### src/rtl/core_dbg_apb_master_if.sv
// Bus bundle for core_dbg_apb_master.
// Carries the requester handshake (req_*/rsp_*) and the APB master signals.
//   master modport : the APB master block (consumes requests, drives APB).
//   slave  modport : the environment side (requester plus APB slave).
interface core_dbg_apb_master_if #(
  parameter int unsigned APB_ADDR_WIDTH = 5,
  parameter int unsigned APB_DATA_WIDTH = 32
);
  // requester side
  logic                      req_valid;
  logic                      req_ready;
  logic                      req_wr_rd;
  logic [APB_ADDR_WIDTH-1:0] req_addr;
  logic [APB_DATA_WIDTH-1:0] req_wdata;
  logic [3:0]                req_wstrobe;
  logic                      rsp_valid;
  logic [APB_DATA_WIDTH-1:0] rsp_rdata;
  logic                      rsp_timeout;
  // APB side
  logic [APB_ADDR_WIDTH-1:0] addr;
  logic                      sel;
  logic                      enable;
  logic                      wr_rd;
  logic [APB_DATA_WIDTH-1:0] wdata;
  logic [3:0]                wstrobe;
  logic                      ready;
  logic [APB_DATA_WIDTH-1:0] rdata;

  modport master (
    input  req_valid, req_wr_rd, req_addr, req_wdata, req_wstrobe, ready, rdata,
    output req_ready, rsp_valid, rsp_rdata, rsp_timeout,
           addr, sel, enable, wr_rd, wdata, wstrobe
  );

  modport slave (
    output req_valid, req_wr_rd, req_addr, req_wdata, req_wstrobe, ready, rdata,
    input  req_ready, rsp_valid, rsp_rdata, rsp_timeout,
           addr, sel, enable, wr_rd, wdata, wstrobe
  );
endinterface

### src/rtl/core_dbg_apb_master.sv
// APB master for core debug register transfers.
// Turns single read/write requests from the JTAG debug front end into
// two-phase APB transfers (SETUP, ACCESS with wait states) and returns a
// one-cycle response carrying read data or a timeout flag.
// Ports:
//   clk  : rising-edge clock
//   rst  : synchronous active-high reset
//   bus  : core_dbg_apb_master_if.master (req_*, rsp_*, APB signals)
module core_dbg_apb_master #(
  parameter int unsigned APB_ADDR_WIDTH = 5,
  parameter int unsigned APB_DATA_WIDTH = 32,
  parameter int unsigned TIMEOUT        = 255
) (
  input  logic                   clk,
  input  logic                   rst,
  core_dbg_apb_master_if.master  bus
);

  localparam int unsigned CNT_W = (TIMEOUT < 1) ? 1 : $clog2(TIMEOUT + 1);
  localparam logic [CNT_W-1:0] CNT_LAST = (TIMEOUT > 0) ? CNT_W'(TIMEOUT - 1) : '0;

  typedef enum logic [1:0] {
    ST_IDLE   = 2'd0,
    ST_SETUP  = 2'd1,
    ST_ACCESS = 2'd2
  } state_e;

  state_e                    state_q, state_d;
  logic [CNT_W-1:0]          cnt_q, cnt_d;
  logic [APB_ADDR_WIDTH-1:0] addr_q, addr_d;
  logic                      wr_rd_q, wr_rd_d;
  logic [APB_DATA_WIDTH-1:0] wdata_q, wdata_d;
  logic [3:0]                wstrb_q, wstrb_d;
  logic                      rsp_valid_q, rsp_valid_d;
  logic [APB_DATA_WIDTH-1:0] rsp_rdata_q, rsp_rdata_d;
  logic                      rsp_timeout_q, rsp_timeout_d;
  logic                      sel, enable, req_ready;

  always_ff @(posedge clk) begin
    if (rst) begin
      state_q       <= ST_IDLE;
      cnt_q         <= '0;
      addr_q        <= '0;
      wr_rd_q       <= 1'b0;
      wdata_q       <= '0;
      wstrb_q       <= '0;
      rsp_valid_q   <= 1'b0;
      rsp_rdata_q   <= '0;
      rsp_timeout_q <= 1'b0;
    end else begin
      state_q       <= state_d;
      cnt_q         <= cnt_d;
      addr_q        <= addr_d;
      wr_rd_q       <= wr_rd_d;
      wdata_q       <= wdata_d;
      wstrb_q       <= wstrb_d;
      rsp_valid_q   <= rsp_valid_d;
      rsp_rdata_q   <= rsp_rdata_d;
      rsp_timeout_q <= rsp_timeout_d;
    end
  end

  always_comb begin
    state_d       = state_q;
    cnt_d         = cnt_q;
    addr_d        = addr_q;
    wr_rd_d       = wr_rd_q;
    wdata_d       = wdata_q;
    wstrb_d       = wstrb_q;
    // Response registers default to zero so the response is a single pulse
    // and rsp_rdata reads 0 outside it.
    rsp_valid_d   = 1'b0;
    rsp_rdata_d   = '0;
    rsp_timeout_d = 1'b0;
    sel           = 1'b0;
    enable        = 1'b0;
    req_ready     = 1'b0;

    unique case (state_q)
      ST_IDLE: begin
        req_ready = 1'b1;
        if (bus.req_valid) begin
          addr_d  = bus.req_addr;
          wr_rd_d = bus.req_wr_rd;
          wdata_d = bus.req_wr_rd ? bus.req_wdata : '0;
          wstrb_d = bus.req_wr_rd ? bus.req_wstrobe : '0;
          state_d = ST_SETUP;
        end
      end
      ST_SETUP: begin
        sel     = 1'b1;
        cnt_d   = '0;
        state_d = ST_ACCESS;
      end
      ST_ACCESS: begin
        sel    = 1'b1;
        enable = 1'b1;
        // ready is checked first so a completion on the last allowed cycle
        // is not reported as a timeout.
        if (bus.ready) begin
          state_d     = ST_IDLE;
          rsp_valid_d = 1'b1;
          rsp_rdata_d = wr_rd_q ? '0 : bus.rdata;
        end else if ((TIMEOUT > 0) && (cnt_q == CNT_LAST)) begin
          state_d       = ST_IDLE;
          rsp_valid_d   = 1'b1;
          rsp_timeout_d = 1'b1;
        end else if (cnt_q != '1) begin
          // saturates so an unbounded wait (TIMEOUT == 0) never wraps
          cnt_d = cnt_q + CNT_W'(1);
        end
      end
      default: begin
        state_d = ST_IDLE;
      end
    endcase
  end

  assign bus.req_ready   = req_ready;
  assign bus.sel         = sel;
  assign bus.enable      = enable;
  assign bus.addr        = addr_q;
  assign bus.wr_rd       = wr_rd_q;
  assign bus.wdata       = wdata_q;
  assign bus.wstrobe     = wstrb_q;
  assign bus.rsp_valid   = rsp_valid_q;
  assign bus.rsp_rdata   = rsp_rdata_q;
  assign bus.rsp_timeout = rsp_timeout_q;

endmodule
### src/flat_wrapper.sv
// flat-port wrapper written by rule: the top's interface ports become plain ports
module core_dbg_apb_master_flat 
#(
  parameter int unsigned APB_ADDR_WIDTH = 5,
  parameter int unsigned APB_DATA_WIDTH = 32,
  parameter int unsigned TIMEOUT        = 255
)
  (clk, rst, bus_req_valid, bus_req_wr_rd, bus_req_addr, bus_req_wdata, bus_req_wstrobe, bus_ready, bus_rdata, bus_req_ready, bus_rsp_valid, bus_rsp_rdata, bus_rsp_timeout, bus_addr, bus_sel, bus_enable, bus_wr_rd, bus_wdata, bus_wstrobe);
  core_dbg_apb_master_if #(.APB_ADDR_WIDTH(APB_ADDR_WIDTH), .APB_DATA_WIDTH(APB_DATA_WIDTH)) bus_i ();
  input  logic clk;
  input  logic rst;
  input wire logic [$bits(bus_i.req_valid)-1:0] bus_req_valid;
  input wire logic [$bits(bus_i.req_wr_rd)-1:0] bus_req_wr_rd;
  input wire logic [$bits(bus_i.req_addr)-1:0] bus_req_addr;
  input wire logic [$bits(bus_i.req_wdata)-1:0] bus_req_wdata;
  input wire logic [$bits(bus_i.req_wstrobe)-1:0] bus_req_wstrobe;
  input wire logic [$bits(bus_i.ready)-1:0] bus_ready;
  input wire logic [$bits(bus_i.rdata)-1:0] bus_rdata;
  output wire logic [$bits(bus_i.req_ready)-1:0] bus_req_ready;
  output wire logic [$bits(bus_i.rsp_valid)-1:0] bus_rsp_valid;
  output wire logic [$bits(bus_i.rsp_rdata)-1:0] bus_rsp_rdata;
  output wire logic [$bits(bus_i.rsp_timeout)-1:0] bus_rsp_timeout;
  output wire logic [$bits(bus_i.addr)-1:0] bus_addr;
  output wire logic [$bits(bus_i.sel)-1:0] bus_sel;
  output wire logic [$bits(bus_i.enable)-1:0] bus_enable;
  output wire logic [$bits(bus_i.wr_rd)-1:0] bus_wr_rd;
  output wire logic [$bits(bus_i.wdata)-1:0] bus_wdata;
  output wire logic [$bits(bus_i.wstrobe)-1:0] bus_wstrobe;
  assign bus_i.req_valid = bus_req_valid;
  assign bus_i.req_wr_rd = bus_req_wr_rd;
  assign bus_i.req_addr = bus_req_addr;
  assign bus_i.req_wdata = bus_req_wdata;
  assign bus_i.req_wstrobe = bus_req_wstrobe;
  assign bus_i.ready = bus_ready;
  assign bus_i.rdata = bus_rdata;
  assign bus_req_ready = bus_i.req_ready;
  assign bus_rsp_valid = bus_i.rsp_valid;
  assign bus_rsp_rdata = bus_i.rsp_rdata;
  assign bus_rsp_timeout = bus_i.rsp_timeout;
  assign bus_addr = bus_i.addr;
  assign bus_sel = bus_i.sel;
  assign bus_enable = bus_i.enable;
  assign bus_wr_rd = bus_i.wr_rd;
  assign bus_wdata = bus_i.wdata;
  assign bus_wstrobe = bus_i.wstrobe;
  core_dbg_apb_master #(.APB_ADDR_WIDTH(APB_ADDR_WIDTH), .APB_DATA_WIDTH(APB_DATA_WIDTH), .TIMEOUT(TIMEOUT)) u_core (.clk(clk), .rst(rst), .bus(bus_i));
endmodule
### config.mk
export PLATFORM = sky130hd
export DESIGN_NAME = core_dbg_apb_master_flat
export DESIGN_NICKNAME = d
export VERILOG_FILES = /design/src/rtl/core_dbg_apb_master_if.sv /design/src/rtl/core_dbg_apb_master.sv /design/src/flat_wrapper.sv
export SDC_FILE = /design/constraint.sdc
export NUM_CORES = 1
export LEC_CHECK = 0
export ABC_AREA = 1
export CAP_MARGIN = 0
export CELL_PAD_IN_SITES_DETAIL_PLACEMENT = 0
export CELL_PAD_IN_SITES_GLOBAL_PLACEMENT = 1
export CORE_UTILIZATION = 25
export DETAILED_ROUTE_END_ITERATION = 12
export MAX_ROUTING_LAYER = met4
export PLACE_DENSITY_LB_ADDON = 0.1
export SKIP_LAST_GASP = 1
export SLEW_MARGIN = 40
export SYNTH_ARGS = -nofsm -noshare
export SYNTH_HDL_FRONTEND = slang
export SYNTH_SLANG_ARGS = --single-unit
### constraint.sdc
create_clock -name clk -period 1.4 [get_ports clk]
set_input_delay 0.42 -clock clk [delete_from_list [all_inputs] [get_ports clk]]
set_output_delay 0.42 -clock clk [all_outputs]
set_load 0.005 [all_outputs]
# Word level (Yosys, flattened, before mapping)
# Index checks and enable logic that the tools add are counted.
classes:
  addsub: 1
  n_eq_ne: 9
  n_mux: 15
  bitwise: 2
  reduce_logical: 9
ops:
  columns: ["operator", "count"]
  rows:
  - ["$mux W32", 1]
  - ["$mux W8", 3]
  - ["$pmux W8 S2", 1]
  - ["$add A8 B1 Y8 const B", 1]
  - ["$eq A8 B8 Y1 const B", 1]
  - ["$ne A8 B8 Y1 const B", 1]
  - ["$mux W2", 3]
  - ["$ne A2 B2 Y1 const B", 3]
  - ["$pmux W2 S3", 1]
  - ["$mux W1", 5]
  - ["$mux W4", 1]
  - ["$reduce_and A2 Y1", 2]
  - ["$reduce_and A4 Y1", 1]
  - ["$reduce_or A2 Y1", 2]
  - ["$reduce_or A4 Y1", 1]
  - ["$ne A3 B2 Y1 const B", 1]
  - ["$reduce_or A3 Y1", 1]
  - ["$eq A2 B1 Y1 const B", 1]
  - ["$eq A2 B2 Y1 const B", 1]
  - ["$logic_not A2 Y1", 1]
  - ["$ne A2 B1 Y1 const B", 1]
  - ["$not A1 Y1", 2]
  - ["$reduce_bool A2 Y1", 1]
word_totals:
  register_bits: 86
  in_bits: 78
  out_inout_bits: 79

# Logic depth before layout (Yosys ltp)
# Gate-level depths: netlist of the first run.
logic_depth:
  word_depth: 5
  depth_mapped: 10
  depth_no_buf: 10

# Worst setup path before layout of the first run
# OpenSTA, ideal clock, no wires.
synth_path:
  path_kind: "reg2reg"
  start: "reg u_core.state_q[0]"
  end: "reg u_core.cnt_q[4]"
  arrival_time_ps: 1335
  required_ps: 1291
  setup_slack_ps: -44
  stages_incl_launch_ff: 10
  path_buffers: 0
  synth_period_minus_slack_ps: 1444
  path_cell_list: "dfxtp_1 > inv_1 > ha_1 > inv_2 > o21ai_4 > nand2_4 > nand2_2 > nand2_1 > nand2_1 > inv_1"
synth_between:
  elab_chain_len: 3
  elab_cells_between_ends: 8
  cone_classes: "eq/ne: 5; mux: 1; reduce/logical: 2"
synth_rtl:
  columns: ["item", "line_no", "text"]
  rows:
  - ["start, declared", "core_dbg_apb_master.sv:28", "state_e state_q, state_d;"]
  - ["start signal, assigned", "core_dbg_apb_master.sv:51", "state_q <= state_d;"]
  - ["$eq A2 B2 Y1 / $eq A2 B1 Y1 (equally long branches)", "core_dbg_apb_master.sv:79", "unique case (state_q)"]
  - ["$ne A2 B2 Y1 (no source line) (tied with other cells)", null, null]
  - ["$reduce_and A4 Y1 (no source line)", null, null]
  - ["end signal, assigned", "core_dbg_apb_master.sv:52", "cnt_q <= cnt_d;"]
  - ["end, declared", "core_dbg_apb_master.sv:29", "logic [CNT_W-1:0] cnt_q, cnt_d;"]
# Several ways; a longest one is shown, not always the timed one.
# A chain may end at the register's enable or synchronous reset.

# Worst setup path after layout of the first run
layout_path:
  start: "reg u_core.state_q[0]"
  end: "out bus_sel"
layout_between:
  elab_chain_len: 3
  elab_cells_between_ends: 4
  cone_classes: "eq/ne: 2; mux: 1; reduce/logical: 1"
layout_rtl:
  columns: ["item", "line_no", "text"]
  rows:
  - ["$eq A2 B1 Y1 / $eq A2 B2 Y1 (equally long branches)", "core_dbg_apb_master.sv:79", null]
  - ["$reduce_or A2 Y1 (no source line) *", null, null]
  - ["$mux W1 *", "core_dbg_apb_master.sv:79", null]
  - ["end, declared", "flat_wrapper.sv:24", "output wire logic [$bits(bus_i.sel)-1:0] bus_sel;"]
# Mark *: on every way between the ends. The rest lies on a longest branch, timed or not.

==> metrics list, run 1 <==
- Counting every net in the synthesized netlist gives 486.
- In this run the remaining antenna-violating nets after routing total 0.
* Total number of yosys warnings: 0
- The share of the Yosys chip area taken by registers is 55.26%.
- The via count of the first global-routing pass came to 2989.
* Io pins: 157
- The worst setup path is launched from a flip-flop.
- Yosys mapped the design onto 23 distinct sky130hd cell types.
- Half-perimeter wire length of the detailed placement result: 6758 µm
* Post-route clock period utilization: 107.8%
- Wirelength, routed: 9973 µm
* Average cell area after synthesis: 7.769 µm²
- Die height: 113.6 µm
- Number of vias per cell: 4.060
- Worst hold path type: reg -> reg
* Fillers: 1251
- The pre-antenna-repair detailed-routing pass consisted of 4 iterations.
- Beginning of the worst register-to-register path: u_core.state_q[1]
- Leakage power: 2.688 nW
- Design Area, Final: 0.005638 mm²
- After clock tree synthesis, the clock-pin slew on the worst setup and hold paths is 60 ps.
- From synthesis to final layout, the design area changed by 80.96%.
* Maximum number of buffers from clock root to sink: 2
* Post-detailed-placement cell area: 0.005089 mm²
- The endpoint identified for the worst register-to-register timing path is u_core.cnt_q[5].
- Post-Route Skew: 6.703 ps
* I/O Buffers: 156
- Unrepaired setup endpoints after global routing: yes
- At the placement stage, the worst setup path has a slack of -298.2 ps.
- Drc violations: 0
- P per Cell Area: 1302 mW/mm²
- The number of slew-limit violations in the final report is 0.
- Total vias in the final route: 3110
- Measured along the x axis, the die boundary spans 113.6 µm.
- At the end of the flow, the number of nets in the layout was 678.
- Arrival time reported for the critical path endpoint: 1090 ps
* Floorplan Core Area: 0.01206 mm²
- The hold violation count in the final report was 0.
- Reg2reg path depth: 10
- Inserted Clock Buffers: 9
- Synthesis produced a netlist whose cell count is 401.
* Number of antenna violations at the first check in global routing: 0
- Entering global routing, the biggest net connects 39 pins.
- Tightest slew margin relative to the limit: 68.07%
* Global-route usage over all layers: 15.49%
* Row cnt: 40
- Wirelength per Cell: 13.02 µm
- Launching instance or port of the critical path: u_core.state_q[0]
- Cell at the root of the clock tree: clkbuf_16
* Most common library cell in the layout ignoring fill and taps: nand2_1
- In the layout the commonest cells are nand2_1, dfxtp_1, clkdlybuf4s50_1.
- Die area: 0.01291 mm²
- The flow ran to the end, but the final reports show violations.
- Capture point of the worst path: bus_sel
- Setup slack after layout: -109.0 ps
* Post-layout minimum cycle time: 1509 ps
- Clock latency at the later pin of the worst-skew pair: 340 ps
- Placer congestion estimate: 0.7255
- TritonCTS built the clock tree.
- Multi-input combinational cell area: 0.001266 mm²
- The tree built by TritonCTS fans out to 86 sinks.
- The first global-routing pass estimated 14710 µm of wire.
- Placed Cells: 739
* GRT Residual Overflow: 0
* Number of DRC markers after the initial detailed-route iteration: 65
- Worst Setup End Kind: output port
- Setup violation total in the final timing report: 3
- The repair_antennas step left the layout with diodes totalling 0.
- For this run, the number of standard cells in the final layout without fillers is 766.
* Count of H-tree levels built during CTS: 3
- Flip-flop and latch area: 0.001729 mm²
- Peak clock frequency supported by timing: 662.7 MHz
- In this run the cell area of the synthesized design comes to 0.003115 mm².
- For flop-to-flop paths, the worst setup slack is 0 ps.
- Max-cap violations in this run came to 0.
* Largest voltage drop on the vdd net: 0.7657 mV
- Counting flops and latches in the post-synthesis netlist gives 86.
* Transition time at the pin with the least slew margin: 479.0 ps
- The number of hold buffers added after CTS was 0.
- Type of the setup path with the least slack: reg -> out
- Initial core utilization: 25.83%
- Of all nets on the critical path, the largest fanout is 3.
- Failing checks: setup timing
- Data on the critical path is required at its endpoint by 980 ps.
- Fraction of final layout cells sized beyond drive strength 1: 18.56%
-- final cells by class --
| cell class | count | share of cell area (%) |
|---|---|---|
| Clock buffer | 11 | 4.483 |
| Sequential cell | 86 | 30.67 |
| Clock inverter | 5 | 1.021 |
| Timing Repair Buffer | 195 | 33.67 |
| Tap cell | 168 | 3.728 |
| Multi-Input combinational cell | 246 | 22.46 |
| Inverter | 55 | 3.972 |
-- cells by family after synthesis --
| logic type | after synthesis | synth area share (%) |
|---|---|---|
| flip-flops | 86 | 55.26 |
| adder cells (fa/ha/maj) | 7 | 2.811 |
| buffers and inverters | 70 | 8.915 |
| AND/OR/NAND/NOR | 187 | 24.46 |
| AO/OA/AOI/OAI | 51 | 8.554 |
-- metal layers --
| layer | share of wire, % | track usage [%] | vias to the layer above |
|---|---|---|---|
| li1 | - | - | 1605 |
| met1 | 43 | 17.16 | 1424 |
| met2 | 50 | 24.88 | 73 |
| met3 | 6.4 | 7.067 | 8 |
| met4 | 1.2 | 4.737 | 0 |
| met5 | 0 | - | - |
-- report_power, final --
group          switching (W)  internal (W)
logic               0.000990       0.00114
registers          0.0000985       0.00265
clock network       0.000983       0.00148
-- sequential cells by signal, indices dropped and copies added (netlist names) --
name and count:
u_core.bus.rsp_rdata 32, u_core.bus.wdata 32, u_core.cnt_q 8, u_core.bus.addr 5, u_core.bus.wstrobe 4, u_core.state_q 2, u_core.bus.rsp_timeout 1, u_core.bus.rsp_valid 1
u_core.bus.wr_rd 1
-- what timing repair did --
action,in CTS,in global routing
gates resized for setup,106,50
endpoints found under the setup margin,148,91
pin swaps,2,6
setup buffers,1,3
gates cloned,2,5
-- synth_stat cells --
cell      instances  area, µm²
o21ai_4           1      16.27
o21ai_1           2      10.01
nand2_4           1      11.26
ha_1              7      87.58
nand2_2           2      12.51
buf_1             1      3.750
nor3b_1           1      7.510
inv_1            49      183.9
nand3_1          15      75.07
dfxtp_1          86       1722
nor2_2            1      6.260
o21ai_0           7      35.03
a21oi_1          41      205.2
nor3_1            2      10.01
nand3b_1          1      7.510
nor2_1           57      214.0
clkbuf_1          8      30.03
buf_4             3      22.52
buf_2             3      15.01
nand4_1           1      6.260
nand3_4           1      17.52
nand2_1         105      394.1
inv_2             6      22.52
-- worst min-delay path by stage --
stage                          from              endpoint  slack (ps)  cells past startpoint
6_report       u_core.bus.wdata[22]  u_core.bus.wdata[22]         460                      2
5_1_grt         u_core.bus.wdata[0]   u_core.bus.wdata[0]         480                      2
4_1_cts        u_core.bus.wdata[28]  u_core.bus.wdata[28]         460                      2
3_5_place_dp   u_core.bus.wdata[22]  u_core.bus.wdata[22]         460                      2
3_3_place_gp   u_core.bus.wdata[31]  u_core.bus.wdata[31]         450                      2
2_1_floorplan   u_core.bus.wdata[0]   u_core.bus.wdata[0]         460                      2
-- critical path, stage by stage (launching register included) --
cell	delay, ps
dfxtp_2	350
inv_4	50
ha_4	250
clkbuf_2	100
-- per-stage QoR --
stage	TNS, ps	hold slack, ps	utilization (%)	power (W)
floorplan	0	461.8	-	0.003529
global placement	-19150	449.4	42.19	0.004687
detailed placement	-20460	455.5	42.19	0.004710
CTS	-1002	460.7	44.82	0.007240
global route	-1006	478.4	46.74	0.007772
finish	-191.5	460.8	46.74	0.007342
No activity file was read; power rests on OpenSTA's default activity.
==> inputs of run 2 (changes only) <==
--- a/config.mk
+++ b/config.mk
@@ -9,6 +9,7 @@
 export CAP_MARGIN = 0
 export CELL_PAD_IN_SITES_DETAIL_PLACEMENT = 0
 export CELL_PAD_IN_SITES_GLOBAL_PLACEMENT = 1
+export CORE_MARGIN = 2
 export CORE_UTILIZATION = 25
 export DETAILED_ROUTE_END_ITERATION = 12
 export MAX_ROUTING_LAYER = met4
==> run 2 against run 1 <==
  * The flow still finishes with violations (setup timing)
  * Clock-buffer cell count down 2
  * Fmax fell by 1.5%
  * Hold slack worse by 69 ps
  * Non-clock buffer count up 6
  * Setup slack got worse by 24 ps
==> metrics list, run 2 (synthesis results as in run 1) <==
* Outcome: complete, but fails checks
- The checks that failed: setup timing.
- Post-Route Skew: 5.913 ps
- R2R setup slack: -60 ps
- Final Instance Count excl. Fillers: 772
* Drc violations: 0
- In this run, CTS created clock tree buffers numbering 9.
- CTS tree: built
- Power spread over the standard cell area amounts to 1255 mW/mm².
- Floorplan Core Area: 0.01211 mm²
* Element type at the critical path start: flip-flop
- The detail route stage leaves a number of antenna-violating nets equal to 0.
- In the final design database the tool counted 684 nets.
- Maximum net fanout on the critical path: 2
- The clock tree synthesis step divided the H-tree into 3 levels.
- I/O Buffers: 156
- Peak clock frequency supported by timing: 652.5 MHz
- Launching instance or port of the critical path: u_core.state_q[0]
- Wirelength, routed: 10430 µm
* Setup slack after layout: -132.7 ps
- The hold violation count in the final report was 0.
- The via count of the first global-routing pass came to 2992.
- STA puts the critical path data required time at 980 ps.
- Arrival time reported for the critical path endpoint: 1110 ps
- Fillers: 1220
* Net load switching power: 0.002282 W
- Measured along the x axis, the die boundary spans 115.6 µm.
* Length of routed wiring on met1: 4505 µm
* Slowest cell on crit path: dfxtp_2
- Most common library cell in the layout ignoring fill and taps: dfxtp_1
* Tightest slew margin relative to the limit: 58.61%
- The tree is rooted in a clkbuf_16.
* Post-route clock period utilization: 109.5%
- The share of total power dissipated in combinational logic is 32.8%.
* Type of the setup path with the least slack: reg -> out
- Io pins: 157
- Dividing the detail-routed wire length by the instance count gives 13.52 µm.
* Sequential Power Share: 35.8%
- Cells traversed along the worst timing path: inv_2 -> buf_6 -> ha_4 -> buf_6
- Compared with the post-synthesis result, the final layout area differs by 96.35%.
- At the pin with the least slew margin, the transition time is 620.8 ps.
* Maximum number of buffers from clock root to sink: 2
- The number of antenna violations at the first check in global routing was 0.
- For this run, the detailed router's first-pass iteration total came to 4.
* Internal power of the cells: 0.005396 W
- The routed design uses 5234 µm of met2 wire.
- Across the run, the number of max-cap violations was 0.
* Share of power burned in the clock network: 31.4%
- Die area: 0.01337 mm²
- Die height: 115.6 µm
- Of the cells placed in the final design, the portion with a size suffix greater than 1 is 28.15%.
* Beginning of the worst register-to-register path: u_core.state_q[0]
* Leading cell types in the layout, fill and taps excluded: dfxtp_1, clkdlybuf4s50_1, dlygate4sd2_1
- At the end of routability-driven placement, the weighted congestion stood at 0.7511.
* Worst hold path type: in -> reg
* Top cell by count, worst path: buf_6
* Placed Cells: 735
- Worst Setup End Kind: output port
* Reg2reg path depth: 11
- Summed over all layers, the global routing overflow is 0.
- Half-perimeter wire length of the detailed placement result: 6635 µm
- For this block, the initial DRC count from the detailed router was 124.
* Worst flop-to-flop path endpoint: u_core.cnt_q[7]
* Initial core utilization: 25.72%
- The worst-case IR drop observed on VDD is 0.7516 mV.
* Detailed route wirelength on metal3: 564 µm
* DR top layer: met4
* Diodes inserted: 0
* Global-route usage over all layers: 14.99%
- Switching Share: 29.72%
- Final Max Slew Viols: 0
- Row cnt: 40
- Largest stage delay, worst path: 340 ps
* Number of vias per cell: 4.106
- The number of buffers and inverters on the critical path is 3.
- Summed over all cells, the static leakage comes to 2.940 nW.
- Clock sinks: 86
* Gate family responsible for the most delay along the worst path: flip-flops
* Total vias in the final route: 3170
- The first global-routing pass estimated 14810 µm of wire.
- Setup repair after global routing could not meet its margin everywhere.
- Critical path depth in cells: 4
* Hold Buf Count CTS: 0
- Entering global routing, the biggest net connects 39 pins.
* Post-route core utilization: 50.51%
- Capture point of the worst path: bus_enable
- Clock latency at the later pin of the worst-skew pair: 350 ps
- Post-layout minimum cycle time: 1533 ps
- Setup violation total in the final timing report: 25
- Clock transition time at the flip-flop clock pins of the worst setup and hold paths: 60 ps
-- run 2: per-stage QoR --
step                      instance area (µm²)  hold WS (ps)  worst slack [ps]  power [W]  setup TNS, ps
after floorplan                          3120         461.8             19.33   0.003529              0
after global placement                   5059         450.9            -271.0   0.004556         -20210
after detailed placement                 5059         456.5            -280.5   0.004576         -21190
after CTS                                5444         463.2            -194.8   0.007125          -4609
after global routing                     6117         408.8            -162.4   0.008095          -3360
final                                    6117         391.5            -132.7   0.007678         -692.2
-- run 2: how the worst min path moves through the flow --
stage / from / end / slack, ps / cells after the start
final: bus_ready / u_core.bus.rsp_timeout / 390 / 2
after global routing: bus_ready / u_core.bus.rsp_timeout / 410 / 2
after CTS: u_core.bus.wdata[12] / u_core.bus.wdata[12] / 460 / 2
after global placement: u_core.bus.wdata[22] / u_core.bus.wdata[22] / 450 / 2
after floorplan: u_core.bus.wdata[0] / u_core.bus.wdata[0] / 460 / 2
after detailed placement: u_core.bus.wdata[12] / u_core.bus.wdata[12] / 460 / 2
-- run 2: cell type report --
type	count	area [µm²]	area share, %
well taps	168	210.2	3.436
flip-flops and latches	86	1732	28.31
clock inverters	7	73.82	1.207
clock buffers	9	225.2	3.682
inverters	55	229.0	3.743
multi-input cells	246	1575	25.75
repair buffers	201	2072	33.87
-- run 2: timing repair --
item / CTS / global route
setup endpoints to repair: 132 / 93
gates resized for setup: 106 / 139
pin swaps: 5 / 17
setup buffers: 6 / 5
gates cloned: 3 / 8
-- run 2: power groups by stage --
stage	combinational (W)	sequential (W)	clock (W)
2_1_floorplan	0.000722	0.00281	0
3_3_place_gp	0.00177	0.00278	0
3_5_place_dp	0.00178	0.00279	0
4_1_cts	0.00189	0.00274	0.00249
5_1_grt	0.00274	0.00278	0.00258
6_report	0.00252	0.00275	0.00241
-- run 2: worst reg2reg max path: cells and delay by family (launching register included) --
family                     cells  cell delay (ps)
adders and majority gates      1              130
and+or+nand+nor                3              200
DFF                            1              320
buffers and inverters          6              530
AOI/OAI and AO/OA              1              210
-- run 2: metal layers --
layer  track usage (%)  vias to the layer above
li1                  -                     1631
met1             17.29                     1448
met2             24.21                       79
met3             5.805                       12
met4             4.524                        0
met5                 -                        -
==> RTL edit, RTL diff (settings of run 1) <==
Make the reset (`rst`) asynchronous in one clocked block. Comments in the files are not updated.
--- a/src/rtl/core_dbg_apb_master.sv
+++ b/src/rtl/core_dbg_apb_master.sv
@@ -36,7 +36,7 @@
   logic                      rsp_timeout_q, rsp_timeout_d;
   logic                      sel, enable, req_ready;
 
-  always_ff @(posedge clk) begin
+  always_ff @(posedge clk or posedge rst) begin
     if (rst) begin
       state_q       <= ST_IDLE;
       cnt_q         <= '0;
Behaviour: differs if rst is asserted again (counterexample within 4 cycles, from zero or initial values and one cycle with rst high); with rst held inactive, the same outputs for 10 cycles.
==> RTL edit against run 1 <==
  * The flow still finishes with violations (negative setup slack)
  * Wire length grew 12%
  * Area after synthesis rose by 12%
  * Sequential share of layout area rose by 3.1 points
  * Design area up 13%
  * Sequential cell count stayed put
  * Maximum frequency decreased by 6.7%
  * Core utilization is 0.63 points higher
  * Worst setup slack worse by 0.11 ns
  * Via count is 2.7% higher
  * Critical endpoint unchanged
Power is not compared: it rests on default switching activity, and its combinational part moved more than twofold at a synthesized area within 25%.
==> RTL edit: results <==
# TYPE chip_impl_metric gauge
chip_impl_metric{name="track_usage",unit="%"} 15.3
chip_impl_info{name="synth.cells.most_frequent",value="120 x sky130_fd_sc_hd__nand2_1, 86 x sky130_fd_sc_hd__dfrtp_1, 48 x sky130_fd_sc_hd__inv_1"} 1
chip_impl_info{name="status",value="finished with violations"} 1
chip_impl_metric{name="fin_cells",unit=""} 764
chip_impl_info{name="cp_startpoint",value="u_core.state_q[0]"} 1
chip_impl_metric{name="timing.hold.ws",unit="ns"} 0.487
chip_impl_info{name="slowest_stage",value="sky130_fd_sc_hd__dfrtp_1"} 1
chip_impl_metric{name="globalplace.congestion",unit=""} 0.736
chip_impl_info{name="violated_checks",value="negative setup slack"} 1
chip_impl_metric{name="vias",unit=""} 3193
chip_impl_metric{name="place_inst",unit=""} 718
chip_impl_metric{name="nMultiInputCombCells",unit=""} 234
chip_impl_info{name="synthTopCellsByArea",value="sky130_fd_sc_hd__dfrtp_1 62%, sky130_fd_sc_hd__nand2_1 13%, sky130_fd_sc_hd__o21ai_0 5.6%, sky130_fd_sc_hd__inv_1 5.2%, sky130_fd_sc_hd__nor2_1 3.8%"} 1
chip_impl_metric{name="synth_nets",unit=""} 467
chip_impl_metric{name="dpl_hpwl",unit="mm"} 6.78
chip_impl_metric{name="cp_max_fo",unit=""} 2
chip_impl_metric{name="drive_above_1_share",unit="%"} 26.5
chip_impl_metric{name="finalNetCount",unit=""} 668
chip_impl_metric{name="grt_util_met1",unit="%"} 18.6
chip_impl_metric{name="timing.final.setup_violations",unit=""} 11
chip_impl_metric{name="fin_worst_skew",unit="ns"} 0.00513
chip_impl_metric{name="postCtsSetupRepairBufs",unit=""} 13
chip_impl_metric{name="setup_ws",unit="ns"} -0.218
chip_impl_info{name="worstReg2RegEnd",value="u_core.cnt_q[0]"} 1
chip_impl_metric{name="adder_and_majority_gate_portion_of_the_synthesized_area",unit="%"} 2.51
chip_impl_metric{name="tns",unit="ns"} -1.07
chip_impl_metric{name="regToRegSetupSlack",unit="ns"} -0.08
chip_impl_metric{name="ctsResizeCount",unit=""} 179
chip_impl_metric{name="final.fill_count",unit=""} 1354
chip_impl_metric{name="worst-slew-pin-transition",unit="ns"} 0.611
chip_impl_metric{name="layout.non_clock_inverters",unit=""} 48
chip_impl_metric{name="wl_met2",unit="mm"} 5.23
chip_impl_metric{name="nonClkBufAreaFrac",unit="%"} 33.2
chip_impl_metric{name="syn_inst",unit=""} 382
chip_impl_metric{name="met2_use_gr",unit="%"} 23.5
chip_impl_metric{name="finalWirelength",unit="mm"} 11.2
chip_impl_metric{name="synth-seq-area-share",unit="%"} 61.6
chip_impl_metric{name="cp.arrival",unit="ns"} 1.20
chip_impl_metric{name="asyncSetResetFlopFracSynth",unit="%"} 100
## RTL edit: cell count changes after synthesis, moves of 3 or more
cell,before,now
sky130_fd_sc_hd__nand2_1,105,120
sky130_fd_sc_hd__a21oi_1,41,0
sky130_fd_sc_hd__o21ai_2,0,4
sky130_fd_sc_hd__buf_4,3,0
sky130_fd_sc_hd__dfxtp_1,86,0
sky130_fd_sc_hd__dfrtp_1,0,86
sky130_fd_sc_hd__o21ai_0,7,39
sky130_fd_sc_hd__nand3_1,15,8
sky130_fd_sc_hd__nor2_1,57,35
sky130_fd_sc_hd__inv_2,6,0
sky130_fd_sc_hd__buf_2,3,10
## RTL edit: metrics by stage
stage          cell area, µm²  worst slack, ns
2_1_floorplan            3530          -0.0138
3_3_place_gp             5440           -0.185
3_5_place_dp             5440           -0.199
4_1_cts                  5990           -0.230
5_1_grt                  6370           -0.260
6_report                 6370           -0.218
